==> src/rtl/mapper_pkg.sv <==
// Shared types and constants for the ROM write capture block and the
// downstream PRG address mux.
package mapper_pkg;

  // Capture FSM states
  typedef enum logic [1:0] {
    IDLE = 2'd0,
    QUAL = 2'd1,
    HOLD = 2'd2,
    DONE = 2'd3
  } state_t;

  localparam int SYNC_STAGES_DEF = 2;
  localparam int MIN_LOW_DEF     = 3;
  localparam int BANK_W          = 4;
  localparam int DATA_W          = 8;
  localparam int ABORT_W         = 4;
  localparam int CNT_W           = 4;

  // Increment that sticks at all-ones instead of wrapping
  function automatic logic [ABORT_W-1:0] sat_inc(input logic [ABORT_W-1:0] v);
    return (&v) ? v : v + 1'b1;
  endfunction

endpackage

==> src/rtl/bit_sync.sv <==
// N-stage flop chain used to bring one asynchronous bit into the clk domain.
// The reset value is a parameter so control lines can idle high and data low.
module bit_sync #(
  parameter int STAGES  = 2,
  parameter bit RST_VAL = 1'b0
) (
  input  logic clk,
  input  logic rst_n,
  input  logic d,
  output logic q
);

  logic [STAGES-1:0] chain;

  // Shift the raw bit through the chain; the last stage is the safe output
  always_ff @(posedge clk or negedge rst_n) begin
    // NOTE: flops are always written with <= so every stage samples the
    // pre-edge value of its neighbour; = here would collapse the chain.
    if (!rst_n) chain <= {STAGES{RST_VAL}};
    else        chain <= {chain[STAGES-2:0], d};
  end

  assign q = chain[STAGES-1];

endmodule

==> src/rtl/rom_write_capture.sv <==
// Captures CPU writes into PRG ROM space (UNROM-style bank register).
// All bus inputs are synchronized with equal latency, a write must stay
// low for MIN_LOW clocks to qualify, and the data is committed when the
// chip select is released.
module rom_write_capture
  import mapper_pkg::*;
#(
  parameter int SYNC_STAGES  = SYNC_STAGES_DEF,
  parameter int MIN_LOW      = MIN_LOW_DEF,
  parameter bit BUS_CONFLICT = 1'b1
) (
  input  logic               clk,
  input  logic               Nrst,
  input  logic               Ncpu_rw,
  input  logic               Ncpu_rom_cs,
  input  logic [DATA_W-1:0]  cpu_d,
  input  logic [DATA_W-1:0]  prg_d,
  output logic               wr_stb,
  output logic [DATA_W-1:0]  wr_data,
  output logic [BANK_W-1:0]  bank,
  output logic [ABORT_W-1:0] abort_cnt
);

  // ---------------------------------------------------------------------
  // Reset: asserts asynchronously, releases on a clk edge
  // ---------------------------------------------------------------------
  logic rst_n;

  bit_sync #(.STAGES(2), .RST_VAL(1'b0)) u_rst_sync (
    .clk  (clk),
    .rst_n(Nrst),
    .d    (1'b1),
    .q    (rst_n)
  );

  // ---------------------------------------------------------------------
  // Input synchronizers, one chain per bit, all the same depth
  // ---------------------------------------------------------------------
  logic              rw_s;
  logic              cs_s;
  logic [DATA_W-1:0] cpu_d_s;
  logic [DATA_W-1:0] prg_d_s;
  logic              primed;

  bit_sync #(.STAGES(SYNC_STAGES), .RST_VAL(1'b1)) u_sync_rw (
    .clk(clk), .rst_n(rst_n), .d(Ncpu_rw), .q(rw_s)
  );

  bit_sync #(.STAGES(SYNC_STAGES), .RST_VAL(1'b1)) u_sync_cs (
    .clk(clk), .rst_n(rst_n), .d(Ncpu_rom_cs), .q(cs_s)
  );

  for (genvar i = 0; i < DATA_W; i++) begin : g_data_sync
    bit_sync #(.STAGES(SYNC_STAGES), .RST_VAL(1'b0)) u_sync_cpu (
      .clk(clk), .rst_n(rst_n), .d(cpu_d[i]), .q(cpu_d_s[i])
    );
    bit_sync #(.STAGES(SYNC_STAGES), .RST_VAL(1'b0)) u_sync_prg (
      .clk(clk), .rst_n(rst_n), .d(prg_d[i]), .q(prg_d_s[i])
    );
  end

  // Goes high once the chains hold real bus samples rather than reset values
  bit_sync #(.STAGES(SYNC_STAGES), .RST_VAL(1'b0)) u_primed (
    .clk(clk), .rst_n(rst_n), .d(1'b1), .q(primed)
  );

  // ---------------------------------------------------------------------
  // Decoded bus conditions
  // ---------------------------------------------------------------------
  logic              cs_low;
  logic              wr_low;
  logic [DATA_W-1:0] data_sel;

  assign cs_low   = ~cs_s;
  assign wr_low   = ~rw_s;
  assign data_sel = BUS_CONFLICT ? (cpu_d_s & prg_d_s) : cpu_d_s;

  // ---------------------------------------------------------------------
  // FSM
  // ---------------------------------------------------------------------
  state_t           state;
  state_t           state_nxt;
  logic [CNT_W-1:0] qual_cnt;
  logic [CNT_W-1:0] qual_cnt_inc;
  logic             armed;

  logic cnt_load;
  logic cnt_inc;
  logic sample_load;
  logic abort_inc;
  logic capture;

  assign qual_cnt_inc = qual_cnt + 1'b1;

  // State register
  always_ff @(posedge clk or negedge rst_n) begin
    if (!rst_n) state <= IDLE;
    else        state <= state_nxt;
  end

  // Next-state decode
  always_comb begin
    // NOTE: default first so every path assigns state_nxt; a missing branch
    // would otherwise infer a latch.
    state_nxt = state;
    unique case (state)
      IDLE: if (armed && cs_low && wr_low) state_nxt = QUAL;
      QUAL: begin
        if (!cs_low || !wr_low)                     state_nxt = IDLE;
        else if (qual_cnt_inc >= CNT_W'(MIN_LOW))   state_nxt = HOLD;
      end
      HOLD: begin
        if (!cs_low)      state_nxt = DONE;
        else if (!wr_low) state_nxt = IDLE;
      end
      DONE: state_nxt = IDLE;
      default: state_nxt = IDLE;
    endcase
  end

  // Output and datapath-control decode
  always_comb begin
    cnt_load    = 1'b0;
    cnt_inc     = 1'b0;
    sample_load = 1'b0;
    abort_inc   = 1'b0;
    capture     = 1'b0;
    wr_stb      = 1'b0;
    unique case (state)
      IDLE: cnt_load = armed && cs_low && wr_low;
      QUAL: begin
        cnt_inc     = cs_low && wr_low;
        sample_load = cs_low && wr_low;
        abort_inc   = cs_low && !wr_low;
      end
      HOLD: begin
        sample_load = cs_low && wr_low;
        abort_inc   = cs_low && !wr_low;
        capture     = !cs_low;
      end
      DONE: wr_stb = 1'b1;
      default: ;
    endcase
  end

  // ---------------------------------------------------------------------
  // Datapath registers
  // ---------------------------------------------------------------------
  logic [DATA_W-1:0] sample;

  // Qualify counter, sample register, committed outputs and abort counter
  always_ff @(posedge clk or negedge rst_n) begin
    if (!rst_n) begin
      qual_cnt  <= '0;
      sample    <= '0;
      wr_data   <= '0;
      bank      <= '0;
      abort_cnt <= '0;
    end else begin
      if (cnt_load)     qual_cnt  <= CNT_W'(1);
      else if (cnt_inc) qual_cnt  <= qual_cnt_inc;
      if (sample_load)  sample    <= data_sel;
      if (capture) begin
        wr_data <= sample;
        bank    <= sample[BANK_W-1:0];
      end
      if (abort_inc)    abort_cnt <= sat_inc(abort_cnt);
    end
  end

  // A low period already in progress at reset release is not accepted:
  // the block arms only after it has seen the select high from real samples.
  always_ff @(posedge clk or negedge rst_n) begin
    if (!rst_n)               armed <= 1'b0;
    else if (primed && cs_s)  armed <= 1'b1;
  end

endmodule

==> config.mk <==
export PLATFORM = sky130hd
export DESIGN_NAME = rom_write_capture
export DESIGN_NICKNAME = d
export VERILOG_FILES = /design/src/rtl/mapper_pkg.sv /design/src/rtl/bit_sync.sv /design/src/rtl/rom_write_capture.sv
export SDC_FILE = /design/constraint.sdc
export NUM_CORES = 1
export LEC_CHECK = 0
export BUFFER_PORTS_ARGS = -buffer_cell sky130_fd_sc_hd__buf_2
export CAP_MARGIN = 5
export CORE_ASPECT_RATIO = 0.9
export CORE_MARGIN = 1
export CORE_UTILIZATION = 45
export CTS_BUF_LIST = sky130_fd_sc_hd__clkbuf_4 sky130_fd_sc_hd__clkbuf_8 sky130_fd_sc_hd__clkbuf_16
export DETAILED_ROUTE_END_ITERATION = 6
export GPL_TIMING_DRIVEN = 0
export PLACE_DENSITY = 0.71
export SYNTH_ARGS = -nofsm -noshare
export SYNTH_HDL_FRONTEND = slang
export SYNTH_SLANG_ARGS = --single-unit
==> constraint.sdc <==
create_clock -name clk -period 2.3 [get_ports clk]
set_input_delay 0 -clock clk [delete_from_list [all_inputs] [get_ports clk]]
set_output_delay 0 -clock clk [all_outputs]
set_load 0.02 [all_outputs]
== Word level (Yosys, flattened, before mapping) ==
Index checks and enable logic that the tools add are counted.

* Add/subtract/negate cells: 2
* $lt $le $gt $ge: 1
* Eq/ne operators: 6
* Multiplexer cells: 14
* Bitwise logic cells: 4
* Reductions and logical operators: 12

{| class="wikitable"
|+ Operators by type and width
! kind !! number
|-
| 2-bit two-way mux || 5
|-
| 4-bit by 1-bit adder with 4-bit output (second input constant) || 2
|-
| 8-bit AND || 1
|-
| 4-bit two-way mux || 2
|-
| 2-bit case mux with 4 select lines || 1
|-
| 1-bit two-way mux || 6
|-
| 1-bit logical AND || 5
|-
| 2-bit == test (second input constant) || 2
|-
| 4-bit by 2-bit >= comparator with 1-bit output (second input constant) || 1
|-
| 4-bit AND reduction || 1
|-
| 3-bit by 1-bit != test with 1-bit output (second input constant) || 1
|-
| 3-bit != test (second input constant) || 1
|-
| 1-bit NOT || 3
|-
| 3-bit AND reduction || 1
|-
| 2-bit by 1-bit == test with 1-bit output (second input constant) || 1
|-
| 2-bit logical NOT || 1
|-
| 2-bit != test (second input constant) || 1
|-
| 2-bit AND reduction || 1
|-
| 2-bit nonzero test || 1
|-
| 2-bit OR reduction || 1
|-
| 1-bit logical OR || 1
|}

* Register bits after elaboration: 71
* Bits of input ports: 20
* Output and inout bits: 17
* Logic and storage cells: 66

== Logic depth before layout (Yosys ltp) ==
Gate-level depths: netlist (run 1).

* Depth after elaboration: 5
* Gate-level depth with buffers: 7
* Depth with buffers taken out: 6

== Cells and area by module ==
A second synthesis (run 1) with hierarchy kept.

* Cells, all modules: 152
* Area total of the unflattened synthesis: 2270.9 sq um

{| class="wikitable"
|+ By module, submodules not included
! module !! times used !! cells an instance !! area an instance (sq um) !! seq. area each (sq um)
|-
| rom_write_capture || 1 || 112 || 1265.0 || 675.6
|-
| bit_sync at g_data_sync[0].u_sync_cpu ... || 18 || 2 || 50.0 || 50.0
|-
| bit_sync at u_sync_cs ... || 2 || 2 || 52.6 || 52.6
|}

== Worst setup path before layout (run 1) ==
OpenSTA, ideal clock, no wires.

* Kind: register -> register
* Start: reg state[1]
* End: reg sample[0]
* Arrival: 1.549 ns
* Required time: 2.170 ns
* Setup slack: 0.622 ns
* Cell stages (with the launch flop): 8
* Path buffers: 2
* Cells stage by stage: dfrtp_1 -> inv_1 -> ha_1 -> or3b_2 -> clkbuf_1 -> buf_2 -> nand2_1 -> o21ai_0

* Longest elaborated chain between the ends: 3
* Elaborated cells between the ends (all ways): 4
* Those cells by class: eq/ne: 2; mux: 1; reduce/logical: 1

{| class="wikitable"
|+ RTL lines
! element !! RTL line !! source
|-
| start, declared || rom_write_capture.sv:81 || <nowiki>state_t state;</nowiki>
|-
| start signal, assigned || rom_write_capture.sv:98 || <nowiki>else state <= state_nxt;</nowiki>
|-
| 2-bit == test or 2-bit by 1-bit == test with 1-bit output (tied branches) || rom_write_capture.sv:129 || <nowiki>unique case (state)</nowiki>
|-
| 2-bit OR reduction (no source line) (*) || n/a ||
|-
| 1-bit two-way mux (*) || n/a ||
|-
| end signal, assigned || rom_write_capture.sv:162 || <nowiki>if (sample_load) sample <= data_sel;</nowiki>
|-
| end, declared || rom_write_capture.sv:149 || <nowiki>logic [DATA_W-1:0] sample;</nowiki>
|}

Every way passes the cells marked *; elsewhere a longest branch is shown, timed or not.
A chain may end at the register's enable or synchronous reset.

== Final worst setup path (run 1) ==
* Start: reg state[0]
* End: reg sample[1]

Same word-level chain as after synthesis.

==> out/qor.csv, run 1 <==
metric;value;unit
Relative slew margins;56.0;%
row count;24;
synthesized cell area;2290;um^2
CP Max Fanout;10;
post-synthesis async set-or-reset flop share;100;%
area of the die;5390;um^2
antenna violations before repair;0;
crit end category;register;
# DRC;0;
top-area cell type share of the netlist area;68.7;%
Port Buffers;36;
final worst path period need;1.88;ns
vias in the first global route;1366;
EDFF count, synth;0;
clk slew on worst S/H paths;0.07;ns
die height;69.7;um
post-route ant nets;0;
initial core utilization;47.1;%
crit path DAT;2.09;ns
drt first pass iters;4;
CP Launch Type;register;
CTS H-tree depth;3;
CTS tree;built;
Yosys warning total;0;
via count;1290;
post-cts sizing count;0;
Clock Tree Buf Depth;2;
Synth area leaders;dfrtp_1, dfstp_2, mux2_2;
CORE AREA;4860;um^2
Worst Tran Pin Value;0.660;ns
critical path required time;2.51;ns
final hold vios;0;
drt initial violations;39;
routed len/inst;11.1;um
largest net degree at the start of global routing;35;
RSZ-0062 raised after global routing;false;
post-synthesis sequential area ratio;73.3;%
Num Clock Sinks;67;
Critical-path top delay cell;or3b_2;
Net count, final;251;
period utilization;81.9;%
Avg Cell Area, Syn;14.8;um^2
Pwr Density;1140;nW/um^2
delay-heaviest family, CP;simple AND/OR/NAND/NOR gates;
Remaining Overflow, GRT;0;
most common library cells after synthesis;dfrtp_1, nand2_1, mux2_2, o21ai_0, ha_1;
smallest setup slack after layout;0.416;ns
Routed WL;3280;um
Crit path buffers/inverters;3;
gpl congestion;0.755;
# fillers;383;
Setup TNS;0;ns
Seq cells post-synth;67;
IO Count;37;
f_max;531;MHz
cell taking the most area after synthesis;dfrtp_1;
Final setup viols;0;
P&R area growth vs syn;31.9;%
Placement Setup Slack;0.427;ns
Tot GR Track Use;14.8;%
synth unique cells;31;
total CTS buffers;9;
fin. max-slew vios;0;
clock latency at the later pin of the worst-skew pair;0.33;ns
first-pass GRT wire length;5920;um
max-cap viol count;0;
Leak;1.48;nW
ratio of cells with drive above 1 in the final layout;34.1;%
Clock Skew;0.00627;ns
Die X;77.3;um
max incr delay on CP;0.44;ns
prevailing post-synth register cell;dfrtp_1;
Syn Inst Count;155;
vias per cell;4.39;
worst-path cell chain;inv_1 > ha_1 > or3b_2 > clkbuf_1 > buf_2 > nand2_1 > o21ai_0;
most frequent cell after synthesis;dfrtp_1;
dpl hpwl;2070;um
Min Hold Slack;0.300;ns
critical path class;reg2reg;
Max VDD drop;0.814;mV
outcome;finished clean;
CTS root buffer;clkbuf_8;
diodes inserted;0;
type of the worst min-delay path;reg2async;
[worst reg2reg max path: stages (launching register included)]
cell and delay [ns]:
dfrtp_1 0.40, inv_1 0.09, ha_1 0.30, or3b_2 0.44, clkbuf_1 0.17, buf_2 0.21, nand2_1 0.08, o21ai_0 0.07
[kinds of logic after synthesis]
kind of cell	count (synthesis)	share of synthesized area, %
buffers and inverters	10	2.67
muxes	11	5.51
xor gates and xnor gates	5	1.91
adders and majority gates	7	3.82
AOI/OAI and AO/OA	20	5.67
and+or+nand+nor	34	6.93
other	1	0.164
DFF	67	73.3
[state kept, by name (all words and copies together), names as in the netlist]
signal                        flops
abort_cnt                         4
u_sync_cs.chain                   2
u_rst_sync.chain                  2
g_data_sync.u_sync_prg.chain     16
qual_cnt                          4
state                             2
u_primed.chain                    2
sample                            8
armed                             1
g_data_sync.u_sync_cpu.chain     16
u_sync_rw.chain                   2
wr_data                           8
[routing by layer]
layer,up-vias,wire length (um),global-route usage [%]
met3,5,143,5.66
li1,646,-,-
met4,0,48,7.55
met2,28,1490,22.4
met5,-,0,0
met1,611,1600,18.6
[layout make-up]
class / count / area (um^2) / share of cell area, %
Sequential cell: 67 / 1680 / 55.6
Buffer: 7 / 50.0 / 1.65
Inverter: 3 / 11.3 / 0.372
Multi-Input combinational cell: 79 / 554 / 18.3
Clock inverter: 6 / 114 / 3.76
Clock buffer: 10 / 131 / 4.34
Timing Repair Buffer: 57 / 400 / 13.2
Tap cell: 65 / 81.3 / 2.69
[what timing repair did]
item,4_1_cts,5_1_grt
endpoints found under the hold margin,20,0
buffers inserted,0,0
hold buffers,20,0
[metrics by stage]
step,instance area [um^2],instances,util [%],power (W)
CTS,3030,294,62.2,0.00348
detailed placement,2580,258,53.0,0.00229
floorplan,2300,156,-,0.00207
finish,3030,294,62.2,0.00344
global placement,2560,257,52.6,0.00226
global route,3030,294,62.2,0.00365
[cells in the final DEF (no fill, tap or decap), types with 2 or more instances in the layout]
master,netlist,routed
a21oi_1,2,2
clkbuf_8,0,9
o21ai_1,2,2
buf_2,1,37
nand2_1,25,25
mux2_2,9,9
nand2b_1,2,2
o21ai_0,9,9
conb_1,1,2
ha_1,7,7
bufinv_16,0,3
xnor2_1,3,3
dfrtp_1,63,62
xor2_1,2,2
nand3_1,2,2
inv_1,3,3
clkinvlp_4,0,2
buf_4,4,4
dlygate4sd3_1,0,20
dfstp_2,4,4
a21o_1,2,2
[report_power, final]
part	leakage (nW)	internal (W)	total, W	switching (W)
clock network	0.116	0.000733	0.00116	0.000425
logic	0.551	0.000353	0.000748	0.000395
registers	0.809	0.00138	0.00153	0.000149
total	1.48	0.00247	0.00344	0.000968
[final timing paths]
path / to / slack [ns] / start / cells after the start
worst max-delay path: sample[1] / 0.42 / state[0] / 7
worst min-delay path: g_data_sync[5].u_sync_cpu.chain[0] / 0.30 / u_rst_sync.chain[1] / 0
worst max register to register: sample[1] / 0.42 / state[0] / 7
worst min register to register: g_data_sync[5].u_sync_cpu.chain[0] / 0.30 / u_rst_sync.chain[1] / 0
max in group asynchronous: u_sync_rw.chain[0] / 1.34 / u_rst_sync.chain[1] / 1
min in group clk: g_data_sync[6].u_sync_prg.chain[0] / 0.30 / prg_d[6] / 2
(Power assumes the default switching activity.)
==> run 2: changes to the inputs <==
PLACE_DENSITY = 0.73   (was 0.71)
clock period = 1.7 ns   (was 2.3 ns; I/O delays follow)
==> run 2 against run 1 <==
Worst setup slack lost 0.36 ns. Global-route usage shrank 0.18 points. Via count grew 3.0%. Cell count grew 0.34%. Routed wire length grew 0.40%. Design area shrank 0.41%. Fmax grew 14%. Clock skew grew 0.0047 ns.
==> out/qor.csv, run 2 (synthesized netlist as in run 1, its figures left out) <==
metric;value;unit;change
final hold vios;0;;unchanged
GRT met3 Usage;6.18;%;+0.53 points
CP Launch Type;register;;
Relative slew margins;48.8;%;-7.2 points
Clock Skew;0.0110;ns;+0.00469 ns
CTS tree;built;;
max incr delay on CP;0.42;ns;-0.02 ns
final worst path period need;1.65;ns;-0.239 ns
fin. max-slew vios;0;;unchanged
type of the worst min-delay path;in2reg;;
critical path required time;1.92;ns;-0.59 ns
# fillers;387;;+1.0%
delay-heaviest family, CP;flip-flops;;
gpl congestion;0.751;;-0.41%
met2 Resource Use GR;21.2;%;-1.2 points
clk slew on worst S/H paths;0.07;ns;about the same
Tot Pwr;0.00448;W;+30%
total CTS buffers;9;;unchanged
vias in the first global route;1295;;-5.2%
Max VDD drop;0.892;mV;+9.7%
GR peak layer;met2;;
Pwr Density;1490;nW/um^2;+31%
critical path class;reg2reg;;
area of the multi-input gates;586;um^2;+5.6%
outcome;finished clean;;
first-pass GRT wire length;5740;um;-3.0%
most common cell after layout, fill and taps aside;dfrtp_1;;
period utilization;96.8;%;+15 points
Post-DP Area;2560;um^2;-0.78%
Clock Tree Buf Depth;2;;unchanged
CTS H-tree depth;3;;unchanged
Net count, final;252;;+0.40%
crit path DAT;1.86;ns;-0.23 ns
Routed WL;3290;um;+0.40%
Remaining Overflow, GRT;0;;unchanged
f_max;608;MHz;+14%
# DRC;0;;unchanged
most frequent cells in the layout;dfrtp_1, buf_2, nand2_1, dlygate4sd3_1;;
via count;1329;;+3.0%
row count;24;;unchanged
worst-path cell chain;ha_2 > xor2_1 > o41ai_4 > mux2_4;;
max-cap viol count;0;;unchanged
vias per cell;4.51;;+2.7%
Die X;77.3;um;unchanged
CTS root buffer;clkbuf_8;;
CORE AREA;4860;um^2;unchanged
area of the die;5390;um^2;unchanged
Layout Utilization;61.9;%;-0.26 points
routed len/inst;11.2;um;about the same
antenna violations before repair;0;;unchanged
clock latency at the later pin of the worst-skew pair;0.33;ns;about the same
Design Area, Final;3010;um^2;-0.41%
CP Max Fanout;5;;-5
Regs by FF count;g_data_sync.u_sync_cpu.chain (16), g_data_sync.u_sync_prg.chain (16);;
Worst Tran Pin Value;0.768;ns;+0.109 ns
P&R area growth vs syn;31.4;%;
met1 usage;17.7;%;-0.91 points
largest net degree at the start of global routing;66;;+89%
drt first pass iters;4;;unchanged
Crit path buffers/inverters;0;;-3
Leak;1.47;nW;-0.55%
Reg area;1690;um^2;+0.15%
RSZ-0062 raised after global routing;false;;
drt initial violations;39;;unchanged
Critical-path top delay cell;dfrtp_1;;
ratio of cells with drive above 1 in the final layout;35.7;%;+1.6 points
Tot GR Track Use;14.6;%;-0.18 points
dpl hpwl;1970;um;-5.1%
die height;69.7;um;unchanged
Final setup viols;0;;unchanged
crit end category;register;;
Setup TNS;0;ns;unchanged
post-route ant nets;0;;unchanged
Port Buffers;36;;unchanged
IO Count;37;;unchanged
Num Clock Sinks;67;;unchanged
diodes inserted;0;;unchanged
initial core utilization;47.1;%;unchanged
## run 2: layout make-up
cell class / count / area share, %
plain buffers: 6 / 1.62
clock buffers: 12 / 4.86
clock inverters: 4 / 1.70
inverters: 3 / 0.374
multi-input cells: 79 / 19.4
flip-flops and latches: 67 / 55.9
well taps: 65 / 2.70
repair buffers: 59 / 13.4
## run 2: timing repair
item                                    4_1_cts  5_1_grt
endpoints found under the setup margin        9       12
pin swaps                                     0        1
hold endpoints to repair                     20        0
gates resized for setup                       1        6
hold buffers                                 20        0
buffers inserted                              1        2
## run 2: layer usage
layer	vias to the layer above	routed length, um
met3	8	137
met5	-	0
met2	29	1510
li1	649	-
met1	643	1560
met4	0	85
## run 2: per-stage QoR
stage                     cells  hold slack (ns)  setup WS [ns]
after floorplan             156           -0.296         0.0217
after global placement      257           -0.215         -0.145
after detailed placement    257           -0.212         -0.164
after CTS                   293            0.286        0.00513
after global routing        295            0.286        0.00420
final                       295            0.304         0.0542
## run 2: worst paths after layout
| kind | slack [ns] | depth (start not counted) | from | end |
|---|---|---|---|---|
| min in group asynchronous | 0.41 | 0 | u_rst_sync.chain[1] | g_data_sync[4].u_sync_prg.chain[0] |
| worst min-delay path | 0.30 | 2 | prg_d[1] | g_data_sync[1].u_sync_prg.chain[0] |
| max in group asynchronous | 0.78 | 0 | u_rst_sync.chain[1] | abort_cnt[1] |
| worst max-delay path | 0.05 | 4 | qual_cnt[0] | state[1] |
| worst min register to register | 0.34 | 0 | u_primed.chain[0] | u_primed.chain[1] |
| worst max register to register | 0.05 | 4 | qual_cnt[0] | state[1] |
## run 2: where the power goes
part	leakage (nW)	total [W]	internal (W)	switching, W
Sequential	0.809	0.00209	0.00187	0.000224
Combinational	0.558	0.00110	0.000536	0.000568
Clock	0.101	0.00128	0.000727	0.000553
Total	1.47	0.00448	0.00313	0.00134
==> run 3: changes to the inputs <==
REMOVE_ABC_BUFFERS = 1   (was not set)
==> run 3 against run 2 <==
Non-clock buffer count shrank 4. Core utilization rose by 0.64 points. Sequential share of layout area shrank 0.66 points. Design area increased by 1.0%. Hold slack worse by 0.012 ns. Flip-flop and latch count unchanged. Count of clock-buffer cells in the layout is the same. Combinational power rose by 4%. Cell count shrank 1.4%. Critical path depth grew 1.
==> out/qor.csv, run 3 (synthesized netlist as in run 1, its figures left out) <==
metric;value;unit;change
most frequent cells in the layout;dfrtp_1, buf_2, nand2_1, dlygate4sd3_1, clkbuf_8;;
max incr delay on CP;0.41;ns;about the same
period utilization;94.9;%;-1.9 points
RSZ-0062 raised after global routing;false;;
Relative slew margins;38.6;%;-10 points
crit path DAT;1.83;ns;-0.03 ns
fin cells;291;;-1.4%
area of the die;5390;um^2;unchanged
total CTS buffers;9;;unchanged
final worst path period need;1.61;ns;-0.0319 ns
vias per cell;4.48;;-0.46%
Clock Skew;0.00904;ns;-0.00191 ns
Layout Utilization;62.6;%;+0.64 points
worst reg-to-reg setup slack;0.09;ns;+0.03 ns
CP Max Fanout;4;;-1
Setup TNS;0;ns;unchanged
Max VDD drop;1.13;mV;+26%
Regs by FF count;g_data_sync.u_sync_cpu.chain (16), g_data_sync.u_sync_prg.chain (16);;
Clock Tree Buf Depth;2;;unchanged
Pwr Density;1550;nW/um^2;+4.1%
vias in the first global route;1325;;+2.3%
Tot GR Track Use;15.7;%;+1.1 points
crit end category;register;;
CORE AREA;4860;um^2;unchanged
antenna violations before repair;0;;unchanged
die height;69.7;um;unchanged
# DRC;0;;unchanged
worst-path cell chain;inv_2 > ha_1 > nand3b_1 > a31oi_4 > mux2_2;;
final hold vios;0;;unchanged
IO Count;37;;unchanged
most common cell after layout, fill and taps aside;dfrtp_1;;
outcome;finished clean;;
largest net degree at the start of global routing;43;;-35%
Final setup viols;0;;unchanged
first-pass GRT wire length;6130;um;+6.9%
post-route ant nets;0;;unchanged
drt initial violations;41;;+5.1%
initial core utilization;47.1;%;unchanged
max-cap viol count;0;;unchanged
CTS root buffer;clkbuf_8;;
routed len/inst;12.4;um;+11%
Port Buffers;36;;unchanged
crit path from;state[1];;
Routed WL;3610;um;+9.8%
Reg area;1680;um^2;-0.15%
Reg2Reg Launch Point;state[1];;
Leak;1.47;nW;+0.44%
diodes inserted;0;;unchanged
CTS tree;built;;
Tot Pwr;0.00471;W;+5.2%
gpl congestion;0.739;;-1.7%
Min Hold Slack;0.292;ns;-0.0123 ns
critical path class;reg2reg;;
clk slew on worst S/H paths;0.07;ns;about the same
dpl hpwl;2130;um;+8.4%
min-delay src;prg_d[5];;
delay-heaviest family, CP;flip-flops;;
critical path required time;1.92;ns;about the same
# fillers;381;;-1.6%
CTS H-tree depth;3;;unchanged
type of the worst min-delay path;in2reg;;
fin. max-slew vios;0;;unchanged
Num Clock Sinks;67;;unchanged
Net count, final;248;;-1.6%
f_max;620;MHz;+2.0%
Cell Count Post-Placement;251;;-2.3%
clock latency at the later pin of the worst-skew pair;0.34;ns;about the same
Crit path buffers/inverters;1;;+1
via count;1305;;-1.8%
ratio of cells with drive above 1 in the final layout;35.4;%;-0.25 points
Remaining Overflow, GRT;0;;unchanged
Critical-path top delay cell;dfrtp_1;;
drt first pass iters;4;;unchanged
area of the multi-input gates;598;um^2;+2.1%
P&R area growth vs syn;32.7;%;
Die X;77.3;um;unchanged
CP Launch Type;register;;
Worst Tran Pin Value;0.921;ns;+0.153 ns
row count;24;;unchanged
-- run 3: through the flow --
step           worst slack [ns]  cell area [um^2]
5_1_grt                  0.0200              3040
4_1_cts                  0.0327              2990
3_5_place_dp            -0.0541              2540
6_report                 0.0861              3040
2_1_floorplan            -0.297              2250
3_3_place_gp             -0.885              2510
-- run 3: final cells by class --
cell class                 instances  share of cell area (%)
inverter                           3                   0.370
tap                               65                    2.67
timing repair buffer              61                    14.4
clock inverter                     4                    2.42
sequential                        67                    55.3
multi-input combinational         79                    19.6
clock buffer                      12                    5.22
-- run 3: timing repair --
action,CTS,global route
setup buffers,0,4
gates resized for setup,4,4
hold endpoints to repair,20,0
hold buffers,20,0
gates cloned,0,0
pin swaps,1,1
setup endpoints to repair,6,3
-- run 3: path summary, 6_finish.rpt --
kind                                                      end  depth (start not counted)
min in group asynchronous  g_data_sync[6].u_sync_prg.chain[1]                          0
hold / removal             g_data_sync[5].u_sync_prg.chain[0]                          2
setup reg to reg                                 abort_cnt[1]                          5
setup / recovery                                 abort_cnt[1]                          5
hold reg to reg            g_data_sync[6].u_sync_prg.chain[1]                          0
max in group asynchronous                  u_sync_cs.chain[1]                          1
-- run 3: power breakdown --
| part | internal (W) | total, W | switching, W |
|---|---|---|---|
| clock | 0.000922 | 0.00148 | 0.000562 |
| sequential | 0.00187 | 0.00209 | 0.000218 |
| combinational | 0.000538 | 0.00114 | 0.000601 |
-- run 3: per-layer routing --
metal  part of all wire (%)  GRT usage, %
met1                     43          18.1
met2                     51          25.1
met5                      0             0
met3                    4.8          7.11
met4                    1.5          6.92
